### src/rtl/stream_credit_scheduler_pkg.sv
// ============================================================================
// Module : sched_pkg
// Brief  : Shared FSM encoding, credit sizing and saturating add for the
//          stream credit scheduler.
// Rev    : 1.0
// ============================================================================
`default_nettype none

package sched_pkg;

  typedef enum logic [0:0] {
    RUN    = 1'b0,
    RESEND = 1'b1
  } sched_state_e;

  localparam int NUM_BRAM_ADDR_BITS_DEF = 7;
  localparam int CREDIT_W               = NUM_BRAM_ADDR_BITS_DEF + 1;
  localparam int CREDIT_MAX             = 2 ** NUM_BRAM_ADDR_BITS_DEF;

  function automatic int unsigned sat_add(input int unsigned a,
                                          input int unsigned b,
                                          input int unsigned max);
    int unsigned sum;
    sum = a + b;
    return (sum > max) ? max : sum;
  endfunction

endpackage

`default_nettype wire

### src/rtl/stream_credit_scheduler_if.sv
// ============================================================================
// Module : stream_credit_scheduler_if
// Brief  : Bundles the request, packet and credit-return signals of the
//          scheduler; the scheduler itself attaches through the slave modport.
// Rev    : 1.0
// ============================================================================
`default_nettype none

interface stream_credit_scheduler_if #(
  parameter int PACKET_BITS   = 97,
  parameter int NUM_IN_PORTS  = 7,
  parameter int NUM_OUT_PORTS = 7,
  parameter int NUM_PORT_BITS = 4
);

  logic                                   resend;
  logic [NUM_IN_PORTS-1:0]                freespace_update;
  logic [PACKET_BITS*NUM_IN_PORTS-1:0]    packet_from_input_ports;
  logic [NUM_IN_PORTS-1:0]                update_ack;
  logic [NUM_OUT_PORTS-1:0]               empty;
  logic [PACKET_BITS*NUM_OUT_PORTS-1:0]   packet_from_output_ports;
  logic [NUM_OUT_PORTS-1:0]               rd_en_sel;
  logic                                   credit_ret_vld;
  logic [NUM_PORT_BITS-1:0]               credit_ret_port;
  logic [PACKET_BITS-1:0]                 stream_out;

  modport master (
    output resend, freespace_update, packet_from_input_ports, empty,
           packet_from_output_ports, credit_ret_vld, credit_ret_port,
    input  update_ack, rd_en_sel, stream_out
  );

  modport slave (
    input  resend, freespace_update, packet_from_input_ports, empty,
           packet_from_output_ports, credit_ret_vld, credit_ret_port,
    output update_ack, rd_en_sel, stream_out
  );

endinterface

`default_nettype wire

### src/rtl/stream_credit_scheduler_rr_arbiter.sv
// ============================================================================
// Module : rr_arbiter
// Brief  : Combinational round-robin arbiter; the first requester at or after
//          the pointer (wrapping) wins.
// Rev    : 1.0
// ============================================================================
`default_nettype none

module rr_arbiter #(
  parameter int N     = 7,
  parameter int PTR_W = (N > 1) ? $clog2(N) : 1
) (
  input  logic [N-1:0]     req_i,
  input  logic [PTR_W-1:0] ptr_i,
  output logic [N-1:0]     gnt_o,
  output logic [PTR_W-1:0] gnt_idx_o,
  output logic             gnt_vld_o
);

  int unsigned idx;

  // Walk offsets from farthest to nearest so the nearest requester is the last write.
  always_comb begin
    gnt_o     = '0;
    gnt_idx_o = '0;
    gnt_vld_o = 1'b0;
    idx       = 0;
    for (int off = N - 1; off >= 0; off--) begin
      idx = (32'(ptr_i) + 32'(off)) % 32'(N);
      if (req_i[idx]) begin
        gnt_o      = '0;
        gnt_o[idx] = 1'b1;
        gnt_idx_o  = PTR_W'(idx);
        gnt_vld_o  = 1'b1;
      end
    end
  end

endmodule

`default_nettype wire

### src/rtl/stream_credit_scheduler.sv
// ============================================================================
// Module : stream_credit_scheduler
// Brief  : Picks the packet for the outbound BFT link: freespace updates first,
//          then credit-gated round-robin over output-port FIFOs. Define
//          SCHED_STALL_CNT_EN to add the stall_cnt output.
// Rev    : 1.0
// ============================================================================
`default_nettype none

module stream_credit_scheduler
  import sched_pkg::*;
#(
  parameter int PACKET_BITS           = 97,
  parameter int NUM_IN_PORTS          = 7,
  parameter int NUM_OUT_PORTS         = 7,
  parameter int NUM_PORT_BITS         = 4,
  parameter int NUM_BRAM_ADDR_BITS    = 7,
  parameter int FREESPACE_UPDATE_SIZE = 64
) (
  input  logic        clk_bft,
  input  logic        reset_bft,
`ifdef SCHED_STALL_CNT_EN
  output logic [31:0] stall_cnt,
`endif
  stream_credit_scheduler_if.slave bus
);

  localparam int CNT_W   = NUM_BRAM_ADDR_BITS + 1;
  localparam int CNT_MAX = 2 ** NUM_BRAM_ADDR_BITS;
  localparam int PTR_W   = (NUM_OUT_PORTS > 1) ? $clog2(NUM_OUT_PORTS) : 1;

  localparam logic [0:0] S_RUN    = RUN;
  localparam logic [0:0] S_RESEND = RESEND;

  logic [0:0]             state_q, state_d;
  logic [PTR_W-1:0]       ptr_q, ptr_d;
  logic [PACKET_BITS-1:0] stream_q, stream_d;
  logic [CNT_W-1:0]       credit_q [NUM_OUT_PORTS];
  logic [CNT_W-1:0]       credit_d [NUM_OUT_PORTS];

  logic                     arb_en, live;
  logic [NUM_OUT_PORTS-1:0] req, zero_cr, gnt, rd_en;
  logic [PTR_W-1:0]         gnt_idx;
  logic                     gnt_vld, data_go;
  logic [NUM_IN_PORTS-1:0]  ack;
  logic [PACKET_BITS-1:0]   upd_pkt, dat_pkt;

  always_comb begin
    state_d = state_q;
    arb_en  = 1'b0;
    case (state_q)
      S_RUN: begin
        if (bus.resend) state_d = S_RESEND;
        else            arb_en  = 1'b1;
      end
      default: begin
        if (!bus.resend) begin
          state_d = S_RUN;
          arb_en  = 1'b1;
        end
      end
    endcase
  end

  // Outputs are forced low while reset is asserted, even though acks are combinational.
  assign live = arb_en && reset_bft;

  always_comb begin
    for (int j = 0; j < NUM_OUT_PORTS; j++) begin
      zero_cr[j] = (credit_q[j] == '0);
      req[j]     = !bus.empty[j] && !zero_cr[j];
    end
  end

  rr_arbiter #(.N(NUM_OUT_PORTS), .PTR_W(PTR_W)) u_rr (
    .req_i     (req),
    .ptr_i     (ptr_q),
    .gnt_o     (gnt),
    .gnt_idx_o (gnt_idx),
    .gnt_vld_o (gnt_vld)
  );

  assign ack     = live ? (bus.freespace_update & (~bus.freespace_update + NUM_IN_PORTS'(1)))
                        : '0;
  assign data_go = live && (bus.freespace_update == '0) && gnt_vld;
  assign rd_en   = data_go ? gnt : '0;

  assign bus.update_ack = ack;
  assign bus.rd_en_sel  = rd_en;
  assign bus.stream_out = stream_q;

  always_comb begin
    upd_pkt = '0;
    for (int i = 0; i < NUM_IN_PORTS; i++) begin
      if (ack[i]) upd_pkt = bus.packet_from_input_ports[i*PACKET_BITS +: PACKET_BITS];
    end
    dat_pkt = bus.packet_from_output_ports[32'(gnt_idx)*PACKET_BITS +: PACKET_BITS];
  end

  always_comb begin
    ptr_d = ptr_q;
    if (!live)          stream_d = stream_q;
    else if (ack != '0) stream_d = upd_pkt;
    else if (data_go) begin
      stream_d = dat_pkt;
      ptr_d    = (gnt_idx == PTR_W'(NUM_OUT_PORTS - 1)) ? '0 : gnt_idx + PTR_W'(1);
    end
    else                stream_d = '0;
  end

  // A grant and a return on the same port fold into one update; grant needs credit != 0.
  always_comb begin
    for (int j = 0; j < NUM_OUT_PORTS; j++) begin
      credit_d[j] = credit_q[j] - {{(CNT_W-1){1'b0}}, rd_en[j]};
      if (bus.credit_ret_vld && (bus.credit_ret_port == NUM_PORT_BITS'(j))) begin
        credit_d[j] = CNT_W'(sat_add(32'(credit_d[j]), 32'(FREESPACE_UPDATE_SIZE),
                                     32'(CNT_MAX)));
      end
    end
  end

  always_ff @(posedge clk_bft or negedge reset_bft) begin
    if (!reset_bft) begin
      state_q  <= S_RUN;
      ptr_q    <= '0;
      stream_q <= '0;
      for (int j = 0; j < NUM_OUT_PORTS; j++) credit_q[j] <= CNT_W'(CNT_MAX);
    end else begin
      state_q  <= state_d;
      ptr_q    <= ptr_d;
      stream_q <= stream_d;
      for (int j = 0; j < NUM_OUT_PORTS; j++) credit_q[j] <= credit_d[j];
    end
  end

`ifdef SCHED_STALL_CNT_EN
  logic [31:0] stall_q;
  logic        stalled;

  assign stalled   = live && ((~bus.empty & zero_cr) != '0) && (ack == '0) && !data_go;
  assign stall_cnt = stall_q;

  always_ff @(posedge clk_bft or negedge reset_bft) begin
    if (!reset_bft)                      stall_q <= '0;
    else if (stalled && (stall_q != '1)) stall_q <= stall_q + 32'd1;
  end
`endif

endmodule

`default_nettype wire
### src/flat_wrapper.sv
// flat-port wrapper written by rule: the top's interface ports become plain ports
module stream_credit_scheduler_flat import sched_pkg::*;
#(
  parameter int PACKET_BITS           = 97,
  parameter int NUM_IN_PORTS          = 7,
  parameter int NUM_OUT_PORTS         = 7,
  parameter int NUM_PORT_BITS         = 4,
  parameter int NUM_BRAM_ADDR_BITS    = 7,
  parameter int FREESPACE_UPDATE_SIZE = 64
)
  (clk_bft, reset_bft, bus_resend, bus_freespace_update, bus_packet_from_input_ports, bus_empty, bus_packet_from_output_ports, bus_credit_ret_vld, bus_credit_ret_port, bus_update_ack, bus_rd_en_sel, bus_stream_out);
  stream_credit_scheduler_if #(.PACKET_BITS(PACKET_BITS), .NUM_IN_PORTS(NUM_IN_PORTS), .NUM_OUT_PORTS(NUM_OUT_PORTS), .NUM_PORT_BITS(NUM_PORT_BITS)) bus_i ();
  input  logic clk_bft;
  input  logic reset_bft;
  input wire logic [$bits(bus_i.resend)-1:0] bus_resend;
  input wire logic [$bits(bus_i.freespace_update)-1:0] bus_freespace_update;
  input wire logic [$bits(bus_i.packet_from_input_ports)-1:0] bus_packet_from_input_ports;
  input wire logic [$bits(bus_i.empty)-1:0] bus_empty;
  input wire logic [$bits(bus_i.packet_from_output_ports)-1:0] bus_packet_from_output_ports;
  input wire logic [$bits(bus_i.credit_ret_vld)-1:0] bus_credit_ret_vld;
  input wire logic [$bits(bus_i.credit_ret_port)-1:0] bus_credit_ret_port;
  output wire logic [$bits(bus_i.update_ack)-1:0] bus_update_ack;
  output wire logic [$bits(bus_i.rd_en_sel)-1:0] bus_rd_en_sel;
  output wire logic [$bits(bus_i.stream_out)-1:0] bus_stream_out;
  assign bus_i.resend = bus_resend;
  assign bus_i.freespace_update = bus_freespace_update;
  assign bus_i.packet_from_input_ports = bus_packet_from_input_ports;
  assign bus_i.empty = bus_empty;
  assign bus_i.packet_from_output_ports = bus_packet_from_output_ports;
  assign bus_i.credit_ret_vld = bus_credit_ret_vld;
  assign bus_i.credit_ret_port = bus_credit_ret_port;
  assign bus_update_ack = bus_i.update_ack;
  assign bus_rd_en_sel = bus_i.rd_en_sel;
  assign bus_stream_out = bus_i.stream_out;
  stream_credit_scheduler #(.PACKET_BITS(PACKET_BITS), .NUM_IN_PORTS(NUM_IN_PORTS), .NUM_OUT_PORTS(NUM_OUT_PORTS), .NUM_PORT_BITS(NUM_PORT_BITS), .NUM_BRAM_ADDR_BITS(NUM_BRAM_ADDR_BITS), .FREESPACE_UPDATE_SIZE(FREESPACE_UPDATE_SIZE)) u_core (.clk_bft(clk_bft), .reset_bft(reset_bft), .bus(bus_i));
endmodule
### config.mk
export PLATFORM = sky130hd
export DESIGN_NAME = stream_credit_scheduler_flat
export DESIGN_NICKNAME = d
export VERILOG_FILES = /design/src/rtl/stream_credit_scheduler_pkg.sv /design/src/rtl/stream_credit_scheduler_if.sv /design/src/rtl/stream_credit_scheduler_rr_arbiter.sv /design/src/rtl/stream_credit_scheduler.sv /design/src/flat_wrapper.sv
export SDC_FILE = /design/constraint.sdc
export NUM_CORES = 1
export LEC_CHECK = 0
export CAP_MARGIN = 25
export CORE_AREA = 2 2 586 588
export CTS_CLUSTER_DIAMETER = 30
export DETAILED_ROUTE_END_ITERATION = 7
export DIE_AREA = 0 0 588 590
export PLACE_DENSITY_LB_ADDON = 0.25
export SYNTH_ARGS = -nofsm -noshare
export SYNTH_HDL_FRONTEND = slang
export SYNTH_SLANG_ARGS = --single-unit
### constraint.sdc
create_clock -name clk_bft -period 17.9 [get_ports clk_bft]
set_clock_uncertainty 0.15 [all_clocks]
set_input_delay 5.37 -clock clk_bft [delete_from_list [all_inputs] [get_ports clk_bft]]
set_output_delay 5.37 -clock clk_bft [all_outputs]
set_load 0.02 [all_outputs]
==> results of run 1 <==
[cells in the final DEF, fill, tap and decap left out, types with 48 or more instances in the layout]
master,n
clkdlybuf4s50_1,1488
a222oi_1,48
a31o_1,70
diode_2,102
buf_4,99
o21ai_0,152
a21oi_1,50
mux2i_1,142
nor2_1,174
a31oi_1,157
a221oi_1,58
nand3_1,90
a22oi_1,90
nand2_1,496
a221o_1,164
dfrtp_1,148
[worst max-delay path: cells and delay by family]
kind | cells | cell delay, ns
AOI/OAI and AO/OA | 4 | 1.91
buffers and inverters | 2 | 1.20
and+or+nand+nor | 4 | 1.60
[per-stage QoR]
stage | hold WS, ns | cells
after floorplan | 0.361 | 2569
after global placement | 0.381 | 8460
after detailed placement | 0.386 | 8472
after CTS | 0.417 | 8505
after global routing | 0.457 | 8572
final | 0.408 | 8607
[kinds of logic (layout without fill, tap and decap cells)]
| family | after synthesis | count (layout) | synth area share, % |
|---|---|---|---|
| AO/OA/AOI/OAI | 915 | 915 | 36.3 |
| XOR/XNOR | 64 | 64 | 3.00 |
| adder cells (fa/ha/maj) | 41 | 41 | 2.75 |
| buffers and inverters | 287 | 1666 | 6.41 |
| flip-flops | 156 | 156 | 20.6 |
| multiplexers | 172 | 172 | 9.28 |
| other | 0 | 102 | 0 |
| AND/OR/NAND/NOR | 934 | 934 | 21.6 |
[per-layer routing]
metal	routed length [um]	GRT usage (%)	share of wire (%)	vias to the layer above
met4	8850	4.55	3.1	60
met5	397	0	0.14	-
met2	139000	27.2	49	1704
met3	21900	4.75	7.7	343
li1	-	-	-	12800
met1	114000	18.3	40	14600
[worst paths after layout]
path	from	to	slack (ns)	depth (start not counted)
max reg2reg	u_core.ptr_q[1]	u_core.bus.stream_out[86]	8.73	24
max	bus_empty[0]	bus_rd_en_sel[1]	2.26	10
max in group asynchronous	reset_bft	u_core.bus.stream_out[35]	11.57	3
min in group asynchronous	reset_bft	u_core.credit_q[17]	4.45	1
min reg2reg	u_core.bus.stream_out[1]	u_core.bus.stream_out[1]	0.41	2
min	u_core.bus.stream_out[1]	u_core.bus.stream_out[1]	0.41	2
[layout make-up]
class / instances / share of cell area, %
clock inverters: 7 / 0.136
multi-input cells: 2126 / 34.6
flip-flops and latches: 156 / 9.70
clock buffers: 26 / 1.40
inverters: 37 / 0.357
diodes: 102 / 0.633
repair buffers: 1596 / 39.1
well taps: 4557 / 14.1
[where the power goes]
group	leakage, nW	total, mW	internal (mW)	switching (mW)
clock	0.305	0.481	0.229	0.253
sequential	1.95	0.511	0.417	0.0945
combinational	11.9	4.75	1.40	3.35
[sequential cells by signal, indices dropped and copies added, names as in the netlist]
name / flops
u_core.bus.stream_out: 97
u_core.credit_q: 56
u_core.ptr_q: 3
==> flow_summary.toml, run 1 <==
[outcome]
status = "complete, but fails checks"
failed_checks = "design-rule violations"

[synthesis]
netlist_instances = 2569
synth_fp_nets = 3990
ys_types = 79
ys_warn_count = 0
synth_area_leader_cell = "dfrtp_1"
synth_common_cells = "nand2_1 (499), nor2_1 (176), clkbuf_1 (169)"
synth_ff_type = "dfrtp_1"
yosysSeqAreaShare_pct = 20.6
synth_area_leaders = "dfrtp_1 (20%), nand2_1 (9.9%), a221o_1 (8.7%), mux2i_1 (7.5%), a31oi_1 (5.2%)"
synth-edff-count = 0
yosysTopAreaCellShare_pct = 19.7
synth.avg_cell_area_um2 = 7.38
ys_ff_latch = 156
syn_area_um2 = 19000
synthArstFlopShare_pct = 100
yosysMostFrequentCell = "nand2_1"

[drt]
drc_errors = 1
vias = 29400
ant_nets = 0
finalWirelength_mm = 284
routedWlPerCell_um = 33.0
drt_iter0_markers = 2903
firstDrtPassIters = 8
viasPerCell = 3.42

[placement]
placed_area_um2 = 39500
place_ws_ns = 2.35
io_buffers = 1490
routabilityCongestion = 0.917
dpl.hpwl_mm = 249

[sta]
fmax_mhz = 64.0
fin_ws_ns = 2.26
hold_viol = 0
slew_headroom_pct = 17.7
setup_viol = 0
period_minus_slack_ns = 15.64
fin_crit_sh_pct = 87.3
drv_slew = 0
fin_tns_setup_ns = 0
rsz0062_at_grt = "false"
worst_pin_slew_ns = 1.22

[floorplanning]
rows = 215
die_area_um2 = 347000
design.portCount = 1491
die_h_um = 590
start_util_pct = 5.56
placeableCoreArea_um2 = 341000
die-width_um = 588

[cts]
cts-root-buf = "clkbuf_16"
post-cts-setup-buffer-count = 0
numCtsBuffers = 21
cts_tree = "done"
insertion_delay_ns = 0.60
clockBufferDepth = 3
ctsHtreeMaxLevel = 4
hold_buffers = 0
path_clk_slew_ns = 0.08
clkSinkCount = 156
cts_resized = 0

[critical_path]
path_cells = "clkdlybuf4s50_1 > a21oi_1 > o32a_1 > o22ai_1 > nor2_1 > nor2_1 > nand4_1 > nand2_4 > a211oi_1 > clkdlybuf4s50_1"
required_ns = 12.38
worstSetupPathType = "in -> out"
critPathSlowestCell = "nor2_1"
cp_max_fo = 23
endpoint_kind = "output pin"
crit_path_start_kind = "primary input"
arrival_ns = 10.12
cpPeakStageDelay_ns = 0.78

[cells_and_area]
regArea_um2 = 3910
final_layout_size_suffix_gt1_share_pct = 5.47
area_growth_pct = 113
multiInputGateArea_um2 = 14000
post-route-util_pct = 11.8
fin_area_um2 = 40300
nFillCells = 39700
final_nets = 5359

[global_routing]
grt_usage_pct = 15.6
first_global_vias = 29500
grt_first_pass_wirelength_mm = 348
antenna_found_initial = 202
grt_max_degree = 125
gr-total-overflow = 0

[pwr]
p_per_area_nw_per_um2 = 142
finalPower_mw = 5.74
p_leak_nw = 14.1
ir_drop_mv = 0.243

[flow_run]
maxCapViolCount = 0

[hold_path]
hp-class = "reg -> reg"
(Power assumes the default switching activity.)
==> inputs of run 2 (changes only) <==
- CTS_CLUSTER_SIZE: unset -> 20
- PLACE_DENSITY_LB_ADDON: 0.25 -> unset
- SLEW_MARGIN: unset -> 20
==> run 2 against run 1 <==
The run now ends clean. Core utilization barely moved. Power shrank 5.8%. Via count grew 0.68%. Combinational power fell by 7.6%. Design area is essentially flat. Routed wire length rose by 4.5%. Final cell count about the same. Highest routed layer unchanged. Critical path depth down 1.
==> flow_summary.toml, run 2 (same netlist as run 1, synthesis figures left out) <==
[cts]
cts_tree = "done"
ctsHtreeMaxLevel = 4
insertion_delay_ns = 0.59
cts-root-buf = "clkbuf_16"
numCtsBuffers = 21
cts_resized = 0
hold_buffers = 0
clkSinkCount = 156
path_clk_slew_ns = 0.07
clockBufferDepth = 3
post-cts-setup-buffer-count = 0

[cells_and_area]
final_nets = 5337
final_layout_size_suffix_gt1_share_pct = 5.12
area_growth_pct = 113
largest_reg_flops = 97
layout_commonest_cell = "clkdlybuf4s50_1"
nFillCells = 39700
layout_common_cells = "clkdlybuf4s50_1 (1488), nand2_1 (496), nor2_1 (174)"

[pwr]
p_leak_nw = 14.0
p_seq_share_pct = 9.8
finalPower_mw = 5.41
p_switching_mw = 3.41
ir_drop_mv = 0.243
pwr-share-clk_pct = 9.1
pwr-share-comb_pct = 81.0
p_int_mw = 2.00
p_per_area_nw_per_um2 = 134
sw_frac_of_total_pct = 63.1

[critical_path]
endpoint_kind = "output pin"
worstSetupPathType = "in -> out"
path_cells = "buf_8 > nand2b_4 > or4_1 > nor3_1 > nor3b_2 > buf_4 > nand2_4 > a211oi_1 > clkdlybuf4s50_1"
cp_max_fo = 59
arrival_ns = 10.13
cpPeakStageDelay_ns = 0.77
critPathSlowestCell = "a211oi_1"
required_ns = 12.38
crit_path_start_kind = "primary input"

[sta]
fmax_mhz = 63.9
worst_pin_slew_ns = 1.24
period_minus_slack_ns = 15.65
rsz0062_at_grt = "false"
fin_tns_setup_ns = 0
drv_slew = 0
fin_crit_sh_pct = 87.4
setup_viol = 0
hold_viol = 0
slew_headroom_pct = 17.6

[global_routing]
antenna_found_initial = 299
grt_max_degree = 117
grt_first_pass_wirelength_mm = 351
gr-total-overflow = 0
grt_usage_pct = 16.2
first_global_vias = 27700

[floorplanning]
die_area_um2 = 347000
die-width_um = 588
design.portCount = 1491
placeableCoreArea_um2 = 341000
die_h_um = 590
start_util_pct = 5.56
rows = 215

[flow_run]
maxCapViolCount = 0

[drt]
viasPerCell = 3.45
drc_errors = 0
routedWlPerCell_um = 34.4
ant_nets = 0
drt_iter0_markers = 2761
vias = 29600
finalWirelength_mm = 296
firstDrtPassIters = 6

[placement]
routabilityCongestion = 0.921
io_buffers = 1490
dpl.hpwl_mm = 262

[hold_path]
hp-class = "reg -> reg"

[outcome]
status = "complete, no violations"
==> run 2: cell types whose count changed in the layout (fill, tap and decap cells not counted), moves of 3 or more <==
cell,change
buf_4,-21
diode_2,+20
a221oi_1,-3
a221oi_2,+3
==> run 2: final cells by class <==
| class | instances | area [um2] | share of cell area (%) |
|---|---|---|---|
| clock buffer | 23 | 543 | 1.35 |
| tap | 4557 | 5700 | 14.1 |
| multi-input combinational | 2126 | 14000 | 34.7 |
| clock inverter | 10 | 97.6 | 0.242 |
| sequential | 156 | 3910 | 9.70 |
| timing repair buffer | 1574 | 15600 | 38.8 |
| antenna | 122 | 305 | 0.757 |
| inverter | 37 | 141 | 0.351 |
==> run 2: final timing paths <==
| path | start | to | slack (ns) | depth (start not counted) |
|---|---|---|---|---|
| setup / recovery | reset_bft | bus_rd_en_sel[1] | 2.25 | 9 |
| min in group asynchronous | reset_bft | u_core.bus.stream_out[26] | 4.62 | 1 |
| hold / removal | u_core.bus.stream_out[19] | u_core.bus.stream_out[19] | 0.40 | 2 |
| max in group asynchronous | reset_bft | u_core.credit_q[39] | 11.12 | 4 |
| setup reg to reg | u_core.ptr_q[1] | u_core.bus.stream_out[70] | 8.94 | 21 |
| hold reg to reg | u_core.bus.stream_out[19] | u_core.bus.stream_out[19] | 0.40 | 2 |
==> run 2: power by group through the flow <==
stage,logic [mW],clock network [mW],registers (mW)
2_1_floorplan,2.39,0,0.503
3_3_place_gp,4.42,0,0.544
3_5_place_dp,4.40,0,0.544
4_1_cts,4.41,0.532,0.538
5_1_grt,4.65,0.532,0.541
6_report,4.39,0.493,0.533
==> run 2: worst max-delay path, delay by kind of cell <==
kind                   cells  cell delay (ns)
AO/OA/AOI/OAI              1             0.77
buffers and inverters      3             1.50
AND/OR/NAND/NOR            5             2.44
==> run 2: through the flow <==
stage               setup WS, ns  instance area (um2)  std cells  hold WS (ns)  util, %
floorplan                   4.43                19000       2569         0.361        -
global placement            2.00                39300       8446         0.376     11.5
detailed placement          2.03                39300       8448         0.377     11.5
CTS                         2.00                40000       8481         0.399     11.7
global route                1.87                40200       8551         0.439     11.8
finish                      2.25                40300       8605         0.401     11.8
==> run 2: layer usage <==
metal	vias up	share of wire (%)	global-route usage [%]
met5	-	0.26	0
met4	116	5.1	7.04
met3	627	9.3	6.10
met2	2048	48	28.0
met1	14100	37	17.6
li1	12800	-	-
